[src/rtl/bcd_display_scanner.sv]
// rtl/bcd_display_scanner.sv - time-multiplexed 3-digit BCD 7-segment scanner
module bcd_display_scanner #(
  parameter int unsigned REFRESH_DIV      = 50000,
  parameter int unsigned BLANK_CYCLES     = 16,
  parameter bit          SEG_ACTIVE_LOW   = 1'b1,
  parameter bit          DIGIT_ACTIVE_LOW = 1'b1
) (
  input  logic        clk,
  input  logic        rst_n,
  input  logic [11:0] bcd_in,
  input  logic        load,
  input  logic        blank_lz,
  output logic [6:0]  seg,
  output logic [2:0]  digit_en,
  output logic        invalid,
  output logic        frame_done
);

  localparam int unsigned   PW        = $clog2(REFRESH_DIV);
  localparam logic [PW-1:0] TC_VAL    = PW'(REFRESH_DIV - 1);
  localparam logic [PW-1:0] BLANK_VAL = PW'(BLANK_CYCLES);
  localparam logic [6:0]    SEG_OFF   = SEG_ACTIVE_LOW ? 7'h7f : 7'h00;
  localparam logic [2:0]    DIG_OFF   = DIGIT_ACTIVE_LOW ? 3'b111 : 3'b000;

  logic [PW-1:0] prescaler;
  logic [1:0]    index;
  logic [11:0]   pending;
  logic [11:0]   display;

  logic          tc;
  logic          wrap;
  logic [3:0]    nib;
  logic          lz_blank;
  logic          in_blank;
  logic [6:0]    seg_next;
  logic [2:0]    den_next;
  logic [11:0]   display_next;
  logic          invalid_next;

  function automatic logic [6:0] seg_pattern(input logic [3:0] n);
    case (n)
      4'd0:    seg_pattern = 7'h3f;
      4'd1:    seg_pattern = 7'h06;
      4'd2:    seg_pattern = 7'h5b;
      4'd3:    seg_pattern = 7'h4f;
      4'd4:    seg_pattern = 7'h66;
      4'd5:    seg_pattern = 7'h6d;
      4'd6:    seg_pattern = 7'h7d;
      4'd7:    seg_pattern = 7'h07;
      4'd8:    seg_pattern = 7'h7f;
      4'd9:    seg_pattern = 7'h6f;
      default: seg_pattern = 7'h40;
    endcase
  endfunction

  always_comb begin
    tc   = (prescaler == TC_VAL);
    wrap = tc && (index == 2'd2);

    case (index)
      2'd0:    nib = display[3:0];
      2'd1:    nib = display[7:4];
      default: nib = display[11:8];
    endcase

    // Invalid nibbles are non-zero, so they are never treated as leading zeros.
    lz_blank = blank_lz &&
               (((index == 2'd2) && (display[11:8] == 4'd0)) ||
                ((index == 2'd1) && (display[11:8] == 4'd0) && (display[7:4] == 4'd0)));

    in_blank = (prescaler < BLANK_VAL);
    seg_next = (in_blank || lz_blank) ? 7'h00 : seg_pattern(nib);
    den_next = in_blank ? 3'b000 : (3'b001 << index);

    display_next = load ? bcd_in : pending;
    invalid_next = (display_next[3:0] > 4'd9) || (display_next[7:4] > 4'd9) ||
                   (display_next[11:8] > 4'd9);
  end

  always_ff @(posedge clk or negedge rst_n) begin
    if (!rst_n) begin
      prescaler  <= '0;
      index      <= 2'd0;
      pending    <= 12'h000;
      display    <= 12'h000;
      seg        <= SEG_OFF;
      digit_en   <= DIG_OFF;
      invalid    <= 1'b0;
      frame_done <= 1'b0;
    end else begin
      prescaler <= tc ? '0 : prescaler + 1'b1;
      if (tc) begin
        index <= (index == 2'd2) ? 2'd0 : index + 2'd1;
      end
      if (load) begin
        pending <= bcd_in;
      end
      // Display only changes at the frame wrap so a frame never mixes two values.
      if (wrap) begin
        display <= display_next;
        invalid <= invalid_next;
      end
      frame_done <= wrap;
      seg        <= SEG_ACTIVE_LOW ? ~seg_next : seg_next;
      digit_en   <= DIGIT_ACTIVE_LOW ? ~den_next : den_next;
    end
  end

endmodule

[config.mk]
export PLATFORM = sky130hd
export DESIGN_NAME = bcd_display_scanner
export DESIGN_NICKNAME = d
export VERILOG_FILES = /design/src/rtl/bcd_display_scanner.sv
export SDC_FILE = /design/constraint.sdc
export NUM_CORES = 1
export LEC_CHECK = 0
export CORE_MARGIN = 2
export CORE_UTILIZATION = 50
export CTS_CLUSTER_SIZE = 12
export DETAILED_ROUTE_END_ITERATION = 10
export GPL_ROUTABILITY_DRIVEN = 0
export PLACE_DENSITY = 0.72
export SLEW_MARGIN = 20
export SYNTH_ARGS = -nofsm -noshare
export SYNTH_HDL_FRONTEND = slang
export SYNTH_SLANG_ARGS = --single-unit
[constraint.sdc]
create_clock -name clk -period 2.9 [get_ports clk]
set_input_delay 0.435 -clock clk [delete_from_list [all_inputs] [get_ports clk]]
set_output_delay 0.435 -clock clk [all_outputs]
set_load 0.03 [all_outputs]
# [Yosys cells after proc, flatten, opt, wreduce, memory -nomap -nowiden]
# Memories as Yosys holds them, arrays and structs flattened.
# Index checks and enable logic that the tools add are counted.
[word_totals] romBits=112 n_memories=1 ff_bits=54
[memory_table] name="(no name shown)" depth=16 width=7 rd=1 rd_clocked_by_memory_dff=0 wr=0 line="41" source="case (n)"
[op_classes] n_reduce_logical=12 n_shift=1 n_eq_ne=3 n_bitwise=2 muxes=6 add_sub_neg=2 order_cmp=4
[op_table] cell="16-bit by 1-bit adder with 16-bit output (second input constant)" count=1
[op_table] cell="16-bit == test (second input constant)" count=1
[op_table] cell="16-bit by 5-bit < comparator with 1-bit output (second input constant)" count=1
[op_table] cell="16-bit 2-to-1 mux" count=1
[op_table] cell="4-bit > comparator (second input constant)" count=3
[op_table] cell="12-bit 2-to-1 mux" count=1
[op_table] cell="4-bit zero test" count=2
[op_table] cell="4-bit one-hot mux with 2 select lines" count=1
[op_table] cell="7-bit 2-to-1 mux" count=1
[op_table] cell="7-bit NOT" count=1
[op_table] cell="1-bit logical AND" count=5
[op_table] cell="1-bit logical OR" count=4
[op_table] cell="3-bit 2-to-1 mux" count=1
[op_table] cell="3-bit NOT" count=1
[op_table] cell="1-bit by 2-bit left shift with 3-bit output (first input constant)" count=1
[op_table] cell="2-bit by 1-bit adder with 2-bit output (second input constant)" count=1
[op_table] cell="2-bit by 1-bit == test with 1-bit output (second input constant)" count=1
[op_table] cell="2-bit == test (second input constant)" count=1
[op_table] cell="2-bit zero test" count=1
[op_table] cell="2-bit 2-to-1 mux" count=1

# [Logic depth before layout (Yosys ltp)]
# Gate-level depths: netlist (run 1).
[logic_depth] ltp_word=8 depth_mapped=11 depth_no_buf=9

# [Least setup slack after synthesis (run 1)]
# OpenSTA, ideal clock, no wires.
[synth_path] path_kind="flip-flop to flip-flop" start="register index[0]" end="register seg[5]" required_time_ps=2821 n_path_buf=2 setup_slack_ps=631 arrival_time_ps=2190 setup_ps=79 stages_incl_launch_ff=11 cell_sequence="dfrtp_1 clkbuf_1 clkbuf_1 mux2i_1 o21ai_0 inv_1 ha_1 a211o_1 a21oi_1 a211oi_1 o21ai_0"
[synth_via] elab_chain_len=8 elab_cells_between_ends=13 cone_classes="eq/ne (2); mux (2); bitwise (1); reduce/logical (7); memory (1)"
[synth_lines] item="start, declared" line="26" source="logic [1:0] index;"
[synth_lines] item="start signal, assigned" line="93" source="index <= (index == 2'd2) ? 2'd0 : index + 2'd1;"
[synth_lines] item="branches (longest 6 deep; another with memory 16 x 7 bit)"
[synth_lines] item="7-bit 2-to-1 mux (*)" line="72" source="seg_next = (in_blank || lz_blank) ? 7'h00 : seg_pattern(nib);"
[synth_lines] item="7-bit NOT (*)" line="104" source="seg <= SEG_ACTIVE_LOW ? ~seg_next : seg_next;"
[synth_lines] item="end signal, assigned" line="104"
[synth_lines] item="end, declared" line="13" source="output logic [6:0] seg,"
# Mark *: on every way between the ends.
# A chain may end at the register's enable or synchronous reset.

# [Worst setup path in the final report (run 1)]
# Ends and elaborated chain as after synthesis.

==> results.txt, run 1 <==
The flow ran to the end, and the final reports show no timing, DRC or antenna violations. The post-route antenna net violation count came out at 0. The analysis attributes to net switching a power of about 280 µW. Hold is met by 0.249 ns. The post-route clock period utilization came out at 0.842. The first global-routing pass estimated 7430 µm of wire. The required time of the critical path is 3.12 ns.

The effective utilization at floorplan came out at 0.526. TritonCTS built the clock tree. The top cell type's share of synthesized area came out at 0.434. The path category of the worst min-delay check is in2async.

The cell type with the largest total area after synthesis is sky130_fd_sc_hd__dfrtp_1. Synthesis produced a netlist whose cell count is 226. Post-CTS repair changed the size of 0 cells. STA classifies the critical path endpoint as a flip-flop. The post-CTS clock slew at the launch and capture registers of the worst setup and hold paths is 0.09 ns. The number of global-route vias before repair is 1581. The fraction of final layout cells with drive strength greater than 1 is 0.180. CTS placed an instance of sky130_fd_sc_hd__clkbuf_8 at the clock tree root. The headroom to the max-slew limit is 0.562.

Clock tree synthesis inserted a total of 5 buffers. The internal cell power came out at 991 µW. The count of endpoints failing setup in the final report is 0. The setup path with the least slack is of type reg2reg. The critical path arrival is around 2.7 ns. Among all cell types in the netlist, the one instantiated most often is sky130_fd_sc_hd__dfrtp_1. The overall track demand over capacity in global routing came out at 0.176.

The dominant register cell in the synthesized netlist is sky130_fd_sc_hd__dfrtp_1. The number of antenna diodes in the final layout is 0. The net switching share of the total power is 0.221. The area growth from synthesis to layout is 16.2%.

Detailed routing inserted a total of roughly 1700 vias. The sum of routed wire length over all layers came out at 4360 µm. The cell area that synthesis handed to floorplanning was 2530 µm².

The number of synthesized flops with an enable pin is 0. The total iterations of the first detailed-routing run is 4. The later-pin clock latency in the skew report came out at 0.30 ns.

Summed over all failing endpoints, the final setup total negative slack is 0 ns. In this run the count of I/O pins placed on the die edge is 28. Sorting the synthesized cells by area gives the leading types as sky130_fd_sc_hd__dfrtp_1 (43%), sky130_fd_sc_hd__dfstp_2 (10%), sky130_fd_sc_hd__mux2_2 (8.0%).

The max-slew violation count came to 0. The number of buffers added on ports came out at 27. The number of vias per cell after detailed routing is 5.20.

Once the clock tree was built, the setup fixing pass inserted 0 buffers. The largest net degree at the start of global routing is 55. The number of sinks on the clock net is 54. The max capacitance violation total is 0. The number of hold violations in the final report came out at 0.

In this run the static leakage power is 1.33 nW. After the flow finishes, the layout carries non-filler instances totaling approximately 320. Along the worst path, the maximum fanout reaches 15.

The count of state elements after synthesis came out at 54. The number of fill cells in the layout is about 450. Setup repair after global routing left no endpoint under its margin. At the pin with the least slew margin, the transition time is 0.658 ns.

The clock arrives with approximately 0.008 ns of skew. Counting instances in the post-synthesis netlist gives the leading cell types as sky130_fd_sc_hd__dfrtp_1 (44), sky130_fd_sc_hd__nor2_1 (19), sky130_fd_sc_hd__mux2_2 (18), sky130_fd_sc_hd__nand2_1 (18), sky130_fd_sc_hd__o21ai_0 (13). The number of nets in the synthesized netlist is between 200 and 250. For this run, the number of Yosys warnings is 0. VDD sags by at most 0.262 mV. The synthesized area divided by synthesized cell count is between 10 and 15 µm².

The starting DRC count in detailed routing is 134. The design draws 1.27 mW. The post-detailed-placement cell area is between 2000 and 3000 µm². The initial antenna violation count is 0. Row generation in the floorplan step produced 25 rows. The sum of net half-perimeters after detailed placement is 3170 µm. For this run, the register share of the synthesized area comes to 0.538. The detailed-route wire length per cell came out at 13.5 µm. The combinational fraction of design power came out at 0.070.

After routing the design area is 2950 µm². The overall overflow remaining after global route came out at 0. Power spread over the standard cell area amounts to 432 nW/µm².

The die outline area came out at 5660 µm². The die is 75.2 µm wide. After the last flow step, the layout net total stands at 277. The portion of total power attributed to sequential cells is 0.619.

The number of library cell types mapped by synthesis is 44. The CTS H-tree depth came out at 2. The count of hold-fix buffers inserted at cts came out at 0.

The fraction of synthesis flops using an asynchronous set or reset pin is 1.00. The post-route minimum period is approximately 2.4 ns. Of the total power, the clock network draws 0.311. The placeable core area is roughly 4800 µm². The die is 75.2 µm tall.

In this run the deepest clock path goes through 2 buffers. The highest clock rate is just over 400 MHz. The number of placed instances, taps included, is 315. The number of design rule violations left after detail routing came out at 0. The worst setup path is launched from a flip-flop.
-- stage by stage --
stage,setup slack (ns),util
3_3_place_gp,0.546,0.595
5_1_grt,0.286,0.611
6_report,0.457,0.611
4_1_cts,0.445,0.611
3_5_place_dp,0.469,0.595
2_1_floorplan,0.631,-
-- flip-flops by register name (all words and copies together), names as in the netlist --
name	cells
digit_en	3
display	12
frame_done	1
index	2
invalid	1
pending	12
prescaler	16
seg	7
-- placed cells by master, fill, tap and decap left out, types with 3 or more instances in the layout --
cell type                         instances
sky130_fd_sc_hd__a21oi_1                  8
sky130_fd_sc_hd__and2_1                   3
sky130_fd_sc_hd__and3_1                   4
sky130_fd_sc_hd__clkbuf_1                 3
sky130_fd_sc_hd__clkbuf_8                 5
sky130_fd_sc_hd__clkdlybuf4s50_1         26
sky130_fd_sc_hd__dfrtp_1                 44
sky130_fd_sc_hd__dfstp_2                 10
sky130_fd_sc_hd__ha_1                     6
sky130_fd_sc_hd__inv_1                   10
sky130_fd_sc_hd__mux2_2                  18
sky130_fd_sc_hd__mux2i_1                 10
sky130_fd_sc_hd__nand2_1                 18
sky130_fd_sc_hd__nand2b_1                 3
sky130_fd_sc_hd__nand3_1                  6
sky130_fd_sc_hd__nand4_1                  4
sky130_fd_sc_hd__nor2_1                  19
sky130_fd_sc_hd__nor2b_1                  3
sky130_fd_sc_hd__o21ai_0                 13
sky130_fd_sc_hd__o21ai_2                  4
sky130_fd_sc_hd__xnor2_1                  5
sky130_fd_sc_hd__xor2_1                   7
-- worst max-delay path, stage by stage, from the launching register on --
cell                       delay [ns]
sky130_fd_sc_hd__dfrtp_1         0.63
sky130_fd_sc_hd__mux2i_1         0.15
sky130_fd_sc_hd__o21ai_0         0.47
sky130_fd_sc_hd__inv_1           0.17
sky130_fd_sc_hd__ha_1            0.28
sky130_fd_sc_hd__a211o_1         0.30
sky130_fd_sc_hd__a21oi_1         0.13
sky130_fd_sc_hd__a211oi_1        0.05
sky130_fd_sc_hd__o21ai_0         0.19
-- final timing paths --
check | depth (start not counted) | start | end | slack [ns]
max reg2reg | 8 | index[0] | seg[5] | 0.46
max | 8 | index[0] | seg[5] | 0.46
max in group asynchronous | 2 | rst_n | pending[5] | 2.22
min in group clk | 1 | prescaler[0] | prescaler[0] | 0.48
min reg2reg | 1 | prescaler[0] | prescaler[0] | 0.48
min | 2 | rst_n | prescaler[0] | 0.25
-- cell families (layout without fill, tap and decap cells) --
group	after synthesis	in the layout	share of synthesized area
AND/OR/NAND/NOR	76	76	0.165
XOR/XNOR	12	12	0.0415
buffers and inverters	17	47	0.0281
multiplexers	28	28	0.119
AO/OA/AOI/OAI	33	33	0.0785
adder cells (fa/ha/maj)	6	6	0.0296
flip-flops	54	54	0.538
-- power by group through the flow --
stage / Clock, mW / Combinational [mW] / Sequential, mW
2_1_floorplan: 0 / 0.0411 / 0.799
3_3_place_gp: 0 / 0.0900 / 0.800
3_5_place_dp: 0 / 0.0916 / 0.801
4_1_cts: 0.412 / 0.0919 / 0.787
5_1_grt: 0.438 / 0.100 / 0.789
6_report: 0.395 / 0.0893 / 0.787
-- per-layer routing --
layer  wire length, µm  GRT usage  up-vias
met2              2000      0.256       41
met5                 0          0        -
met4                57     0.0526        0
met3               182     0.0402        6
met1              2120      0.263      796
li1                  -          -      835
-- final cells by class --
class                   count  area, µm²  area share
flip-flops and latches     54       1360       0.463
repair buffers             29        280      0.0952
multi-input cells         155       1100       0.373
clock buffers               8       80.1      0.0272
inverters                  10       37.5      0.0127
well taps                  67       83.8      0.0285
Note: power is estimated with default switching activity, not from simulation.
==> run 2, diff against run 1 <==
--- a/config.mk
+++ b/config.mk
@@ -10,7 +10,7 @@
 export CTS_CLUSTER_SIZE = 12
 export DETAILED_ROUTE_END_ITERATION = 10
 export GPL_ROUTABILITY_DRIVEN = 0
-export PLACE_DENSITY = 0.72
+export PLACE_DENSITY = 0.75
 export SLEW_MARGIN = 20
 export SYNTH_ARGS = -nofsm -noshare
 export SYNTH_HDL_FRONTEND = slang
==> constraint.sdc (replaced) <==
create_clock -name clk -period 2.2 [get_ports clk]
set_input_delay 0.33 -clock clk [delete_from_list [all_inputs] [get_ports clk]]
set_output_delay 0.33 -clock clk [all_outputs]
set_load 0.03 [all_outputs]
==> run 2 against run 1 <==
  * The run now ends with hold timing left
  * Cell count is 3.4% higher
  * Clock skew fell by 0.0025 ns
  * Non-clock buffer count increased by 11
  * Worst setup slack lost 0.31 ns
==> results.txt, run 2 (synthesis gave the netlist of run 1 again) <==
The combinational fraction of design power came out at 0.079 (was 0.070). The CTS tree is built (unchanged). The number of hold violations in the final report came to 22 (was 0). The number of antenna diodes came to 0 (unchanged).

The start of the worst register-to-register path is prescaler[7] (was index[0]). The start point of the critical path is prescaler[7] (was index[0]). The post-route clock period utilization was 0.931 (was 0.842). The number of nets in the layout is 288 (was 277).

The critical path's largest stage delay is 0.54 ns (was 0.63 ns). The max capacitance violation total came to 0 (unchanged). The capturing element type of the critical path is a flip-flop (unchanged). Run status: complete, but fails checks (was completed). The flip-flop count of the largest register after layout is 16 (unchanged). Setup repair after global routing missed its margin: no (unchanged). The final worst clock skew came to 0.00535 ns (was 0.00785 ns).

The required time of the critical path is 2.40 ns (was 3.12 ns). The total power per unit cell area came out at 567 nW/µm² (was 432 nW/µm²). Biggest registers after layout: prescaler: 16 flops, display: 12 flops, pending: 12 flops (unchanged). The effective utilization at floorplan came out at 0.526 (unchanged). The kind of cell adding the most delay to the critical path was simple AND/OR/NAND/NOR gates (was compound AO/OA/AOI/OAI gates). The clock network fraction of total power is 0.320 (was 0.311). List of cells traversed by the critical path: or4_4 -> nor4_4 -> buf_4 -> mux2_2 (was mux2i_1 -> o21ai_0 -> inv_1 -> ha_1 -> a211o_1 -> a21oi_1 -> a211oi_1 -> o21ai_0). The post-CTS resize count came out at 0 (unchanged). The detailed-route wire length per cell is 13.5 µm (about the same). The number of design rule violations left after detail routing is 0 (unchanged).

The initial antenna violation count came out at 0 (unchanged). The overall track demand over capacity in global routing is 0.180 (was 0.176). The die extent in x came out at 75.2 µm (unchanged). Commonest cells after routing, fill and taps aside: sky130_fd_sc_hd__dfrtp_1 (44), sky130_fd_sc_hd__clkdlybuf4s50_1 (26), sky130_fd_sc_hd__nor2_1 (19) (unchanged).

The post-route minimum period came out at 2.05 ns (was 2.44 ns). The starting DRC count in detailed routing came out at 87 (was 134). The endpoint of the most critical register-to-register path is index[0] (was seg[5]). The switching power total is 405 µW (was 280 µW). The CTS H-tree depth is 2 (unchanged). The number of buffers and inverters on the critical path was 1 (unchanged). The most common library cell in the layout ignoring fill and taps was sky130_fd_sc_hd__dfrtp_1 (unchanged). The sum of routed wire length over all layers came out at 4500 µm (was 4360 µm). The first-pass GRT wire length came out at 7560 µm (was 7430 µm). The peak ir drop on the vdd network is 0.342 mV (was 0.262 mV). The total CTS buffers came out at 5 (unchanged). The portion of total power attributed to sequential cells is 0.601 (was 0.619). The area added between synthesis and finish is 19.8% (was 16.2%). The worst hold margin was -0.0139 ns (was 0.249 ns). The cell type of the slowest stage on the worst timing path is sky130_fd_sc_hd__or4_4 (was sky130_fd_sc_hd__dfrtp_1). The max-slew violation count came out at 0 (unchanged). The path category of the worst min-delay check is in2async (unchanged). The largest net degree at the start of global routing is 25 (was 55). The count of endpoints failing setup in the final report was 0 (unchanged). The sum of negative setup slack was 0 ns (unchanged). The count of hold-fix buffers inserted at cts is 0 (unchanged).

The headroom to the max-slew limit is 0.649 (was 0.562). The biggest fanout along the worst timing path is 13 (was 15). The number of vias after detailed routing came out at 1735 (was 1678). The net switching share of the total power is 0.235 (was 0.221).

The post-route antenna net violation count came to 0 (unchanged). The maximum clock path buffer count came out at 2 (unchanged). The overall overflow remaining after global route came out at 0 (unchanged). The post-CTS clock slew at the launch and capture registers of the worst setup and hold paths came out at 0.10 ns (was 0.09 ns). The critical path arrival came out at 2.25 ns (was 2.67 ns). The number of global-route vias before repair came to 1607 (was 1581). The capture point of the critical path is index[0] (was seg[5]). The register ranked first by flip-flop count is prescaler (unchanged). The critical path start-end classification is reg2reg (unchanged). The number of buffers added on ports is 27 (unchanged). The slew at the pin closest to its max-slew limit came out at 0.527 ns (was 0.658 ns). The depth of the worst register-to-register path is 4 (was 8). The fraction of final layout cells with drive strength greater than 1 came to 0.225 (was 0.180). The leakage power of the design came out at 1.39 nW (was 1.33 nW). The number of placed I/O pins came to 28 (unchanged). The number of sinks on the clock net is 54 (unchanged). The die outline area was 5660 µm² (unchanged). The number of buffers inserted to repair setup after CTS is 0 (unchanged). The depth of the critical timing path with buffers and inverters included came out at 4 (was 8). The clock root buffer is sky130_fd_sc_hd__clkbuf_8 (unchanged). The register-to-register path setup slack came out at 0.15 ns (was 0.46 ns). The site row count is 25 (unchanged).

The placeable core area is 4820 µm² (unchanged). The total power draw is 1.72 mW (was 1.27 mW). The critical path startpoint category was a flip-flop (unchanged).

The final reports fail on hold timing. The sum of net half-perimeters after detailed placement came out at 3390 µm (was 3170 µm). The total iterations of the first detailed-routing run came to 4 (unchanged). The later-pin clock latency in the skew report came out at 0.31 ns (was 0.30 ns).

The highest clock rate is 488 MHz (was 409 MHz). The number of vias per cell after detailed routing is 5.19 (was 5.20). The internal cell power is 1.32 mW (was 991 µW). The y dimension of the die came out at 75.2 µm (unchanged).
-- run 2: worst min-delay path by stage --
| stage | startpoint | endpoint | slack, ns | cells past startpoint |
|---|---|---|---|---|
| 6_report | rst_n | prescaler[14] | -0.01 | 1 |
| 5_1_grt | rst_n | prescaler[4] | 0.02 | 1 |
| 4_1_cts | rst_n | pending[3] | 0.005 | 1 |
| 3_5_place_dp | rst_n | prescaler[13] | 0.35 | 1 |
| 3_3_place_gp | rst_n | prescaler[12] | 0.33 | 1 |
| 2_1_floorplan | rst_n | display[0] | 0.03 | 0 |
-- run 2: metal layers --
metal	wire [µm]	vias up	part of all wire	global-route usage
met4	81	0	0.018	0.0741
met2	2130	25	0.47	0.270
met5	0	-	0	0
li1	-	859	-	-
met1	2150	843	0.48	0.255
met3	138	8	0.031	0.0415
-- run 2: through the flow --
step / instances / instance area, µm² / hold WS [ns] / utilization / setup WS, ns
floorplan: 226 / 2540 / 0.0344 / - / 0.0296
global placement: 326 / 2950 / 0.333 / 0.612 / 0.212
detailed placement: 326 / 2950 / 0.348 / 0.612 / 0.163
CTS: 334 / 3040 / 0.00499 / 0.631 / 0.143
global route: 334 / 3040 / 0.0241 / 0.631 / 0.0331
finish: 334 / 3040 / -0.0139 / 0.631 / 0.151
-- run 2: cell type report --
class                           instances  area [µm²]
Fill cell                             436        1780
Sequential cell                        54        1360
Multi-Input combinational cell        155        1100
Timing Repair Buffer                   40         363
Tap cell                               67        83.8
Clock buffer                            5        68.8
Inverter                               10        37.5
Clock inverter                          3        21.3
-- run 2: power groups by stage --
stage / clock network (mW) / logic [mW] / registers (mW)
finish: 0.551 / 0.136 / 1.04
global route: 0.601 / 0.151 / 1.04
CTS: 0.568 / 0.139 / 1.04
detailed placement: 0 / 0.138 / 1.05
global placement: 0 / 0.136 / 1.05
floorplan: 0 / 0.0542 / 1.05
-- run 2: worst register-to-register path, stage by stage (launching register included) --
cell and delay, ns:
sky130_fd_sc_hd__dfrtp_1 0.43, sky130_fd_sc_hd__or4_4 0.55, sky130_fd_sc_hd__nor4_4 0.37, sky130_fd_sc_hd__buf_4 0.25
sky130_fd_sc_hd__mux2_2 0.35
